### src/rtl/csr_bridge_pkg.sv
// Shared definitions for the Avalon-MM to CSR register-file bridge:
// FSM state encoding and the supported read-latency range.
package csr_bridge_pkg;

  localparam int RD_LAT_MIN = 1;
  localparam int RD_LAT_MAX = 7;
  localparam int CNT_W      = 3;

  typedef enum logic [1:0] {
    IDLE    = 2'd0,
    WRITE   = 2'd1,
    RD_WAIT = 2'd2,
    RD_DONE = 2'd3
  } state_e;

endpackage

### src/rtl/csr_if.sv
// Register-file access interface: the bridge drives address, write data and
// byte enables; the register file returns read data RD_LATENCY cycles later.
interface csr_if #(
  parameter int D_WIDTH = 16,
  parameter int A_WIDTH = 10
);
  logic                   clk;
  logic [A_WIDTH-1:0]     addr;
  logic [D_WIDTH-1:0]     wr_data;
  logic                   wr_en;
  logic [D_WIDTH/8-1:0]   be;
  logic [D_WIDTH-1:0]     rd_data;

  modport master (output clk, addr, wr_data, wr_en, be, input rd_data);
  modport slave  (input clk, addr, wr_data, wr_en, be, output rd_data);
endinterface

### src/rtl/csr_amm_bridge.sv
// Avalon-MM slave to CSR register-file bridge: one outstanding command at a time,
// writes take 2 cycles, reads take RD_LATENCY+2 cycles; waitrequest stalls the master.
module csr_amm_bridge
  import csr_bridge_pkg::*;
#(
  parameter int D_WIDTH    = 16,
  parameter int A_WIDTH    = 10,
  parameter int RD_LATENCY = 1
) (
  input  logic                 clk_i,
  input  logic                 rst_i,
  input  logic [A_WIDTH-1:0]   amm_address_i,
  input  logic                 amm_read_i,
  input  logic                 amm_write_i,
  input  logic [D_WIDTH-1:0]   amm_writedata_i,
  input  logic [D_WIDTH/8-1:0] amm_byteenable_i,
  output logic                 amm_waitrequest_o,
  output logic [D_WIDTH-1:0]   amm_readdata_o,
  output logic                 amm_readdatavalid_o,
  output logic                 proto_err_o,
  csr_if.master                regfile_if
);

  localparam int BE_W = D_WIDTH / 8;
  localparam logic [CNT_W-1:0] CNT_LOAD = CNT_W'(RD_LATENCY);

  state_e             state_q, state_d;
  logic [A_WIDTH-1:0] addr_q, addr_d;
  logic [D_WIDTH-1:0] wr_data_q, wr_data_d;
  logic [BE_W-1:0]    be_q, be_d;
  logic               wr_en_q, wr_en_d;
  logic [CNT_W-1:0]   cnt_q, cnt_d;
  logic [D_WIDTH-1:0] rdata_q, rdata_d;
  logic               rvld_q, rvld_d;
  logic               perr_q, perr_d;
  logic               waitreq_q, waitreq_d;

  always_comb begin
    state_d   = state_q;
    addr_d    = addr_q;
    wr_data_d = wr_data_q;
    be_d      = be_q;
    wr_en_d   = 1'b0;
    cnt_d     = cnt_q;
    rdata_d   = rdata_q;
    rvld_d    = 1'b0;
    perr_d    = 1'b0;

    unique case (state_q)
      IDLE: begin
        // A simultaneous read is dropped in favour of the write.
        if (amm_write_i) begin
          state_d   = WRITE;
          addr_d    = amm_address_i;
          wr_data_d = amm_writedata_i;
          be_d      = amm_byteenable_i;
          wr_en_d   = 1'b1;
          perr_d    = amm_read_i;
        end else if (amm_read_i) begin
          state_d = RD_WAIT;
          addr_d  = amm_address_i;
          be_d    = amm_byteenable_i;
          cnt_d   = CNT_LOAD;
        end
      end
      WRITE: begin
        state_d = IDLE;
      end
      RD_WAIT: begin
        cnt_d = cnt_q - CNT_W'(1);
        // Capture on the edge the count hits zero so valid is high throughout RD_DONE.
        if (cnt_q == CNT_W'(1)) begin
          state_d = RD_DONE;
          rdata_d = regfile_if.rd_data;
          rvld_d  = 1'b1;
        end
      end
      RD_DONE: begin
        state_d = IDLE;
      end
      default: begin
        state_d = IDLE;
      end
    endcase

    waitreq_d = (state_d != IDLE);
  end

  always_ff @(posedge clk_i or posedge rst_i) begin
    if (rst_i) begin
      state_q   <= IDLE;
      addr_q    <= '0;
      wr_data_q <= '0;
      be_q      <= '0;
      wr_en_q   <= 1'b0;
      cnt_q     <= '0;
      rdata_q   <= '0;
      rvld_q    <= 1'b0;
      perr_q    <= 1'b0;
      waitreq_q <= 1'b1;
    end else begin
      state_q   <= state_d;
      addr_q    <= addr_d;
      wr_data_q <= wr_data_d;
      be_q      <= be_d;
      wr_en_q   <= wr_en_d;
      cnt_q     <= cnt_d;
      rdata_q   <= rdata_d;
      rvld_q    <= rvld_d;
      perr_q    <= perr_d;
      waitreq_q <= waitreq_d;
    end
  end

  assign regfile_if.clk     = clk_i;
  assign regfile_if.addr    = addr_q;
  assign regfile_if.wr_data = wr_data_q;
  assign regfile_if.be      = be_q;
  assign regfile_if.wr_en   = wr_en_q;

  assign amm_waitrequest_o   = waitreq_q;
  assign amm_readdata_o      = rdata_q;
  assign amm_readdatavalid_o = rvld_q;
  assign proto_err_o         = perr_q;

endmodule

### src/flat_wrapper.sv
// flat-port wrapper written by rule: the top's interface ports become plain ports
module csr_amm_bridge_flat import csr_bridge_pkg::*;
#(
  parameter int D_WIDTH    = 16,
  parameter int A_WIDTH    = 10,
  parameter int RD_LATENCY = 1
)
  (clk_i, rst_i, amm_address_i, amm_read_i, amm_write_i, amm_writedata_i, amm_byteenable_i, amm_waitrequest_o, amm_readdata_o, amm_readdatavalid_o, proto_err_o, regfile_if_clk, regfile_if_addr, regfile_if_wr_data, regfile_if_wr_en, regfile_if_be, regfile_if_rd_data);
  csr_if #(.D_WIDTH(D_WIDTH), .A_WIDTH(A_WIDTH)) regfile_if_i ();
  input  logic clk_i;
  input  logic rst_i;
  input  logic [A_WIDTH-1:0] amm_address_i;
  input  logic amm_read_i;
  input  logic amm_write_i;
  input  logic [D_WIDTH-1:0] amm_writedata_i;
  input  logic [D_WIDTH/8-1:0] amm_byteenable_i;
  output logic amm_waitrequest_o;
  output logic [D_WIDTH-1:0] amm_readdata_o;
  output logic amm_readdatavalid_o;
  output logic proto_err_o;
  output wire logic [$bits(regfile_if_i.clk)-1:0] regfile_if_clk;
  output wire logic [$bits(regfile_if_i.addr)-1:0] regfile_if_addr;
  output wire logic [$bits(regfile_if_i.wr_data)-1:0] regfile_if_wr_data;
  output wire logic [$bits(regfile_if_i.wr_en)-1:0] regfile_if_wr_en;
  output wire logic [$bits(regfile_if_i.be)-1:0] regfile_if_be;
  input wire logic [$bits(regfile_if_i.rd_data)-1:0] regfile_if_rd_data;
  assign regfile_if_clk = regfile_if_i.clk;
  assign regfile_if_addr = regfile_if_i.addr;
  assign regfile_if_wr_data = regfile_if_i.wr_data;
  assign regfile_if_wr_en = regfile_if_i.wr_en;
  assign regfile_if_be = regfile_if_i.be;
  assign regfile_if_i.rd_data = regfile_if_rd_data;
  csr_amm_bridge #(.D_WIDTH(D_WIDTH), .A_WIDTH(A_WIDTH), .RD_LATENCY(RD_LATENCY)) u_core (.clk_i(clk_i), .rst_i(rst_i), .amm_address_i(amm_address_i), .amm_read_i(amm_read_i), .amm_write_i(amm_write_i), .amm_writedata_i(amm_writedata_i), .amm_byteenable_i(amm_byteenable_i), .amm_waitrequest_o(amm_waitrequest_o), .amm_readdata_o(amm_readdata_o), .amm_readdatavalid_o(amm_readdatavalid_o), .proto_err_o(proto_err_o), .regfile_if(regfile_if_i));
endmodule
### config.mk
export PLATFORM = sky130hd
export DESIGN_NAME = csr_amm_bridge_flat
export DESIGN_NICKNAME = d
export VERILOG_FILES = /design/src/rtl/csr_bridge_pkg.sv /design/src/rtl/csr_if.sv /design/src/rtl/csr_amm_bridge.sv /design/src/flat_wrapper.sv
export SDC_FILE = /design/constraint.sdc
export NUM_CORES = 1
export LEC_CHECK = 0
export ABC_AREA = 1
export CAP_MARGIN = 20
export CORE_MARGIN = 4
export CORE_UTILIZATION = 43
export CTS_BUF_LIST = sky130_fd_sc_hd__clkbuf_2
export DETAILED_ROUTE_END_ITERATION = 7
export PLACE_DENSITY_LB_ADDON = 0.3
export SETUP_SLACK_MARGIN = 0.05
export SLEW_MARGIN = 20
export SYNTH_ARGS = -nofsm -noshare
export SYNTH_HDL_FRONTEND = slang
export SYNTH_SLANG_ARGS = --single-unit
export TNS_END_PERCENT = 1
### constraint.sdc
create_clock -name clk_i -period 1.8 [get_ports clk_i]
set_input_delay 0.18 -clock clk_i [delete_from_list [all_inputs] [get_ports clk_i]]
set_output_delay 0.18 -clock clk_i [all_outputs]
set_load 0.02 [all_outputs]
==> results.cfg, run 1 <==
[outcome]
outcome = completed

[critical_path]
critPathArrivalTime_ns = 1.43
critPathCaptureType = output port
rr_worst_depth = 5
path_buf_inv = 1
worst_path_max_delay_cell = dfstp_2
worst-setup-path-type = reg -> out
path_max_fanout = 1
cpLargestDelayFamily = flip-flops
path_cells = dlygate4sd2_1
path_depth = 1
cp.required_ns = 1.62
critPathMaxStageDelay_ns = 0.57
start_kind = flip-flop

[final_layout]
fin_nets = 379
drive_above_1_share_pct = 7.58
areaGrowthSynthToFinish_pct = 56.2
antennaDiodeCount = 0

[power_and_ir_drop]
p_total_w = 0.00571
p_per_area_nw_per_um2 = 1700
p_leak_nw = 2.16
ir_drop_mv = 1.01

[synth]
synth-simple-area-share_pct = 31.9
syn_area_um2 = 2140
synth_top_family_by_area = simple AND/OR/NAND/NOR gates
syn_inst = 229
ys_types = 17
synth_xor_xnor_area_share_pct = 0
muxShareOfSynthArea_pct = 0
yosysWarnings = 0
synth_seq_cells = 53
synth_compound_area_share_pct = 0
yosysSeqAreaShare_pct = 61.9
synth_area_per_cell_um2 = 9.36
synthAdderAreaFrac_pct = 1.17
syn_nets = 279

[place]
place_congestion = 0.789
post-place-ws_ns = 0.212
port_buffers = 96
place_hpwl_mm = 3.70

[timing]
min_period_ns = 1.61
finalClockSkew_ns = 0.0118
rsz0062_at_grt = no
setup_tns_ns = 0
setup_viol = 0
post-route-period-util_pct = 89.3
setup_ws_ns = 0.193
max_clock_freq_ghz = 0.622
holdWs_ns = 0.154
relSlewSlack_pct = 75.6
worstMarginPinSlew_ns = 0.365
hold_viol = 0
slew_viol_final = 0

[drt]
wl_per_cell_um = 13.3
drtPass1Iterations = 4
wl_met3_um = 333
wl_met1_mm = 2.07
postRouteAntennaNets = 0
drc = 0
top_layer_used = met4
drt-initial-drc-count = 97
wl_met2_mm = 2.77
wl_mm = 5.28
vias = 1848
via_per_inst = 4.65

[clock_tree]
cts_tree = done
clkSlewWorstSetupHoldPaths_ns = 0.24
clock_latency_ns = 0.51

[run]
cap_violations = 0

[grt]
grt_max_degree = 54
grt_pass1_wl_mm = 8.69
overflow = 0
antenna_found_initial = 0
first_global_vias = 1924
grt_usage_pct = 18.4

[floorplanning]
num_rows = 25
fp.dieW_um = 78.6
dieArea_um2 = 6180
ios = 97
start_util_pct = 44.8
core_area_um2 = 4790
die_h_um = 78.6

[min_path]
hold_path.class = in -> reg
whs_path_depth = 3
[final cells by class]
class	count	area (um^2)
fill	378	1440
sequential	53	1330
timing repair buffer	98	1100
multi-input combinational	158	708
tap	67	83.8
clock buffer	10	50.0
inverter	9	41.3
clock inverter	2	33.8
[placed cells by master, fill, tap and decap left out, drive strengths merged, types with 3 or more instances in the layout]
cell	synthesis	final
clkbuf	0	10
dfrtp	52	52
nand3	33	33
clkdlybuf4s50	0	47
inv	9	9
nand2	117	117
dlymetal6s2s	0	47
or2	3	3
nor2	3	3
[layer usage]
metal	vias to the layer above	GRT usage, %
met5	-	0
met2	59	31.4
met3	10	7.80
met1	869	19.7
li1	910	-
met4	0	8.22
[state kept, by name, summed over array words and instances, names as in the netlist]
signal	cells
u_core.amm_readdata_o	16
u_core.regfile_if.wr_data	16
u_core.regfile_if.addr	10
u_core.cnt_q	3
u_core.regfile_if.be	2
u_core.state_q	2
u_core.amm_readdatavalid_o	1
u_core.amm_waitrequest_o	1
u_core.proto_err_o	1
u_core.regfile_if.wr_en	1
[worst paths after layout]
path | slack, ns | end | startpoint
setup / recovery | 0.19 | amm_waitrequest_o | u_core.amm_waitrequest_o
setup reg to reg | 0.38 | u_core.regfile_if.wr_data[11] | u_core.state_q[1]
min in group asynchronous | 0.56 | u_core.amm_readdatavalid_o | rst_i
hold reg to reg | 0.50 | u_core.amm_readdata_o[0] | u_core.amm_readdata_o[0]
hold / removal | 0.15 | u_core.regfile_if.wr_data[2] | amm_writedata_i[2]
max in group asynchronous | 0.97 | u_core.amm_waitrequest_o | rst_i
[synthesized netlist by cell type]
library cell  number  area (um^2)
or2_4              1         8.76
buf_6              2         22.5
buf_4              4         30.0
nand2_8            1         20.0
dfstp_2            1         26.3
inv_6              1         8.76
or2_2              2         12.5
nand3_1           33          165
dfrtp_1           52         1300
nand2_1          114          428
nor2_4             2         22.5
inv_1              7         26.3
nor2_1             1         3.75
buf_2              3         15.0
ha_1               2         25.0
nand2_4            2         22.5
inv_4              1         6.26
[metrics by stage]
stage,util [%],cells,cell area (um^2)
after global placement,65.8,385,3150
after floorplan,-,229,2140
final,70.0,397,3350
after CTS,67.6,397,3240
after detailed placement,65.8,385,3150
after global routing,70.0,397,3350
[cell families after synthesis]
group	after synthesis
flip-flops	53
buffers and inverters	18
AND/OR/NAND/NOR	156
adder cells (fa/ha/maj)	2
[power by group]
part	switching, W	internal [W]
Combinational	0.00171	0.00123
Sequential	0.000307	0.00176
Clock	0.000407	0.000296
Total	0.00242	0.00329
[what timing repair did]
item	CTS	global route
resized for setup	1	48
setup endpoints to repair	11	48
endpoints found under the hold margin	52	0
setup buffers	0	0
hold buffers	1	0
(Power assumes the default switching activity.)
==> inputs of run 2 (changes only) <==
--- a/config.mk
+++ b/config.mk
@@ -6,9 +6,10 @@
 export NUM_CORES = 1
 export LEC_CHECK = 0
 export ABC_AREA = 1
-export CAP_MARGIN = 20
+export CELL_PAD_IN_SITES_DETAIL_PLACEMENT = 0
+export CELL_PAD_IN_SITES_GLOBAL_PLACEMENT = 1
 export CORE_MARGIN = 4
-export CORE_UTILIZATION = 43
+export CORE_UTILIZATION = 31
 export CTS_BUF_LIST = sky130_fd_sc_hd__clkbuf_2
 export DETAILED_ROUTE_END_ITERATION = 7
 export PLACE_DENSITY_LB_ADDON = 0.3
==> run 2 against run 1 <==
Net effect:
- combinational power hardly changed
- hold slack better by 0.021 ns
- global-route usage is 4.2 points lower
- count of clock-buffer cells in the layout stayed put
- die area is 34% higher
- register-to-register slack worse by 0.02 ns
- sequential power hardly changed
- clock power is 17% lower
- sequential share of layout area is 0.28 points lower
- routed wire length is 0.53% higher
- design area is 0.71% higher
- critical path type unchanged
- critical endpoint unchanged
- largest cell class unchanged
- highest routed layer unchanged
==> results.cfg, run 2 (synthesis results as in run 1) <==
[critical_path]
worst-setup-path-type = reg -> out
critPathCaptureType = output port
worst_path_max_delay_cell = dfstp_2
path_cells = dlygate4sd2_1
timing.rr.start = u_core.cnt_q[1]
r2r_setup_slack_ns = 0.36
cpLargestDelayFamily = flip-flops
path_max_fanout = 1
critPathMaxStageDelay_ns = 0.57
start_kind = flip-flop
path_buf_inv = 1
rr_worst_depth = 7
critPathArrivalTime_ns = 1.40
cp.required_ns = 1.62
r2r_end = u_core.amm_readdata_o[3]

[place]
port_buffers = 96
place_hpwl_mm = 3.74
placed_cells = 402
place_congestion = 0.757
place_area_um2 = 3200

[min_path]
hold_path.class = in -> reg
min_to = u_core.regfile_if.wr_data[5]
whs_path_depth = 3
hp-start = amm_writedata_i[5]

[drt]
drt-initial-drc-count = 81
wl_mm = 5.30
vias = 1855
via_per_inst = 4.48
postRouteAntennaNets = 0
wl_per_cell_um = 12.8
drc = 0
drtPass1Iterations = 4

[clock_tree]
cts_tree = done
clkSlewWorstSetupHoldPaths_ns = 0.24
postCtsSetupBuffers = 0
clock_latency_ns = 0.51

[timing]
rsz0062_at_grt = no
min_period_ns = 1.58
setup_tns_ns = 0
finalClockSkew_ns = 0.0195
hold_viol = 0
relSlewSlack_pct = 70.0
max_clock_freq_ghz = 0.634
worstMarginPinSlew_ns = 0.449
post-route-period-util_pct = 87.7
slew_viol_final = 0
setup_viol = 0

[grt]
use_met1_pct = 16.7
overflow = 0
grt_util_met3_pct = 4.97
grt_max_degree = 20
busiest_layer = met2
antenna_found_initial = 0
grt_pass1_wl_mm = 9.29
met2_usage_pct = 22.9
first_global_vias = 2022
grt_usage_pct = 14.2

[power_and_ir_drop]
power.share.combinational_pct = 52.9
power.internal_w = 0.00316
p_per_area_nw_per_um2 = 1650
switchingPower_w = 0.00240
ir_drop_mv = 0.535
p_clk_share_pct = 10.4
p_leak_nw = 2.17
seqPwrFrac_pct = 36.7
swShare_pct = 43.1

[final_layout]
layout_common_cells = 114 x nand2_1, 52 x dfrtp_1, 47 x clkdlybuf4s50_1, 47 x dlymetal6s2s_1, 33 x nand3_1
areaGrowthSynthToFinish_pct = 57.3
fin_nets = 383
final_common_cell = nand2_1
final_area_um2 = 3370
stdcell_count = 414
fill_cells = 668
drive_above_1_share_pct = 8.68
antennaDiodeCount = 0

[outcome]
outcome = completed

[floorplanning]
fp.dieW_um = 91.2
start_util_pct = 31.7
core_area_um2 = 6760
ios = 97
dieArea_um2 = 8310
die_h_um = 91.2
num_rows = 30

[run]
cap_violations = 0
-- run 2: repair_timing --
action,in CTS,in global routing
hold buffers,1,0
pin swaps,0,0
resized for setup,1,48
hold endpoints to repair,14,0
setup endpoints to repair,11,48
-- run 2: final cells by class --
class                      count  area [um^2]  share of cell area (%)
tap                           80          100                    2.97
sequential                    53         1330                    39.4
clock buffer                  10         50.0                    1.48
timing repair buffer         102         1130                    33.6
inverter                       9         41.3                    1.22
clock inverter                 2         11.3                   0.334
multi-input combinational    158          708                    21.0
-- run 2: metrics by stage --
| step | power (W) | setup WS [ns] | hold WS (ns) | utilization, % |
|---|---|---|---|---|
| after floorplan | 0.00388 | 0.335 | 0.290 | - |
| after global placement | 0.00524 | 0.212 | 0.453 | 47.3 |
| after detailed placement | 0.00527 | 0.212 | 0.458 | 47.3 |
| after CTS | 0.00581 | 0.00164 | 0.137 | 48.3 |
| after global routing | 0.00604 | 0.116 | 0.106 | 49.9 |
| final | 0.00556 | 0.222 | 0.175 | 49.9 |
-- run 2: how the worst max path moves through the flow --
| stage | startpoint | to | cells past startpoint |
|---|---|---|---|
| 2_1_floorplan | rst_i | u_core.amm_readdata_o[0] | 1 |
| 3_3_place_gp | clk_i | regfile_if_clk | 1 |
| 3_5_place_dp | clk_i | regfile_if_clk | 1 |
| 4_1_cts | clk_i | regfile_if_clk | 3 |
| 5_1_grt | u_core.amm_waitrequest_o | amm_waitrequest_o | 1 |
| 6_report | u_core.amm_waitrequest_o | amm_waitrequest_o | 1 |
-- run 2: power groups by stage --
| stage | clock network, W | registers (W) | logic (W) |
|---|---|---|---|
| 2_1_floorplan | 0.0000649 | 0.00272 | 0.00110 |
| 3_3_place_gp | 0.0000746 | 0.00210 | 0.00307 |
| 3_5_place_dp | 0.0000746 | 0.00209 | 0.00310 |
| 4_1_cts | 0.000638 | 0.00207 | 0.00310 |
| 5_1_grt | 0.000664 | 0.00212 | 0.00325 |
| 6_report | 0.000580 | 0.00204 | 0.00294 |
-- run 2: metal layers --
layer  wire length [um]  part of all wire, %  vias to the layer above
met1               2330                   44                      870
met4                106                  2.0                        0
met3                353                  6.7                        8
met5                  0                    0                        -
met2               2510                   47                       59
li1                   -                    -                      918
-- run 2: worst min-delay path, delay by kind of cell --
kind | cells | cell delay (ns)
buffers and inverters | 1 | 0.39
AND/OR/NAND/NOR | 2 | 0.10
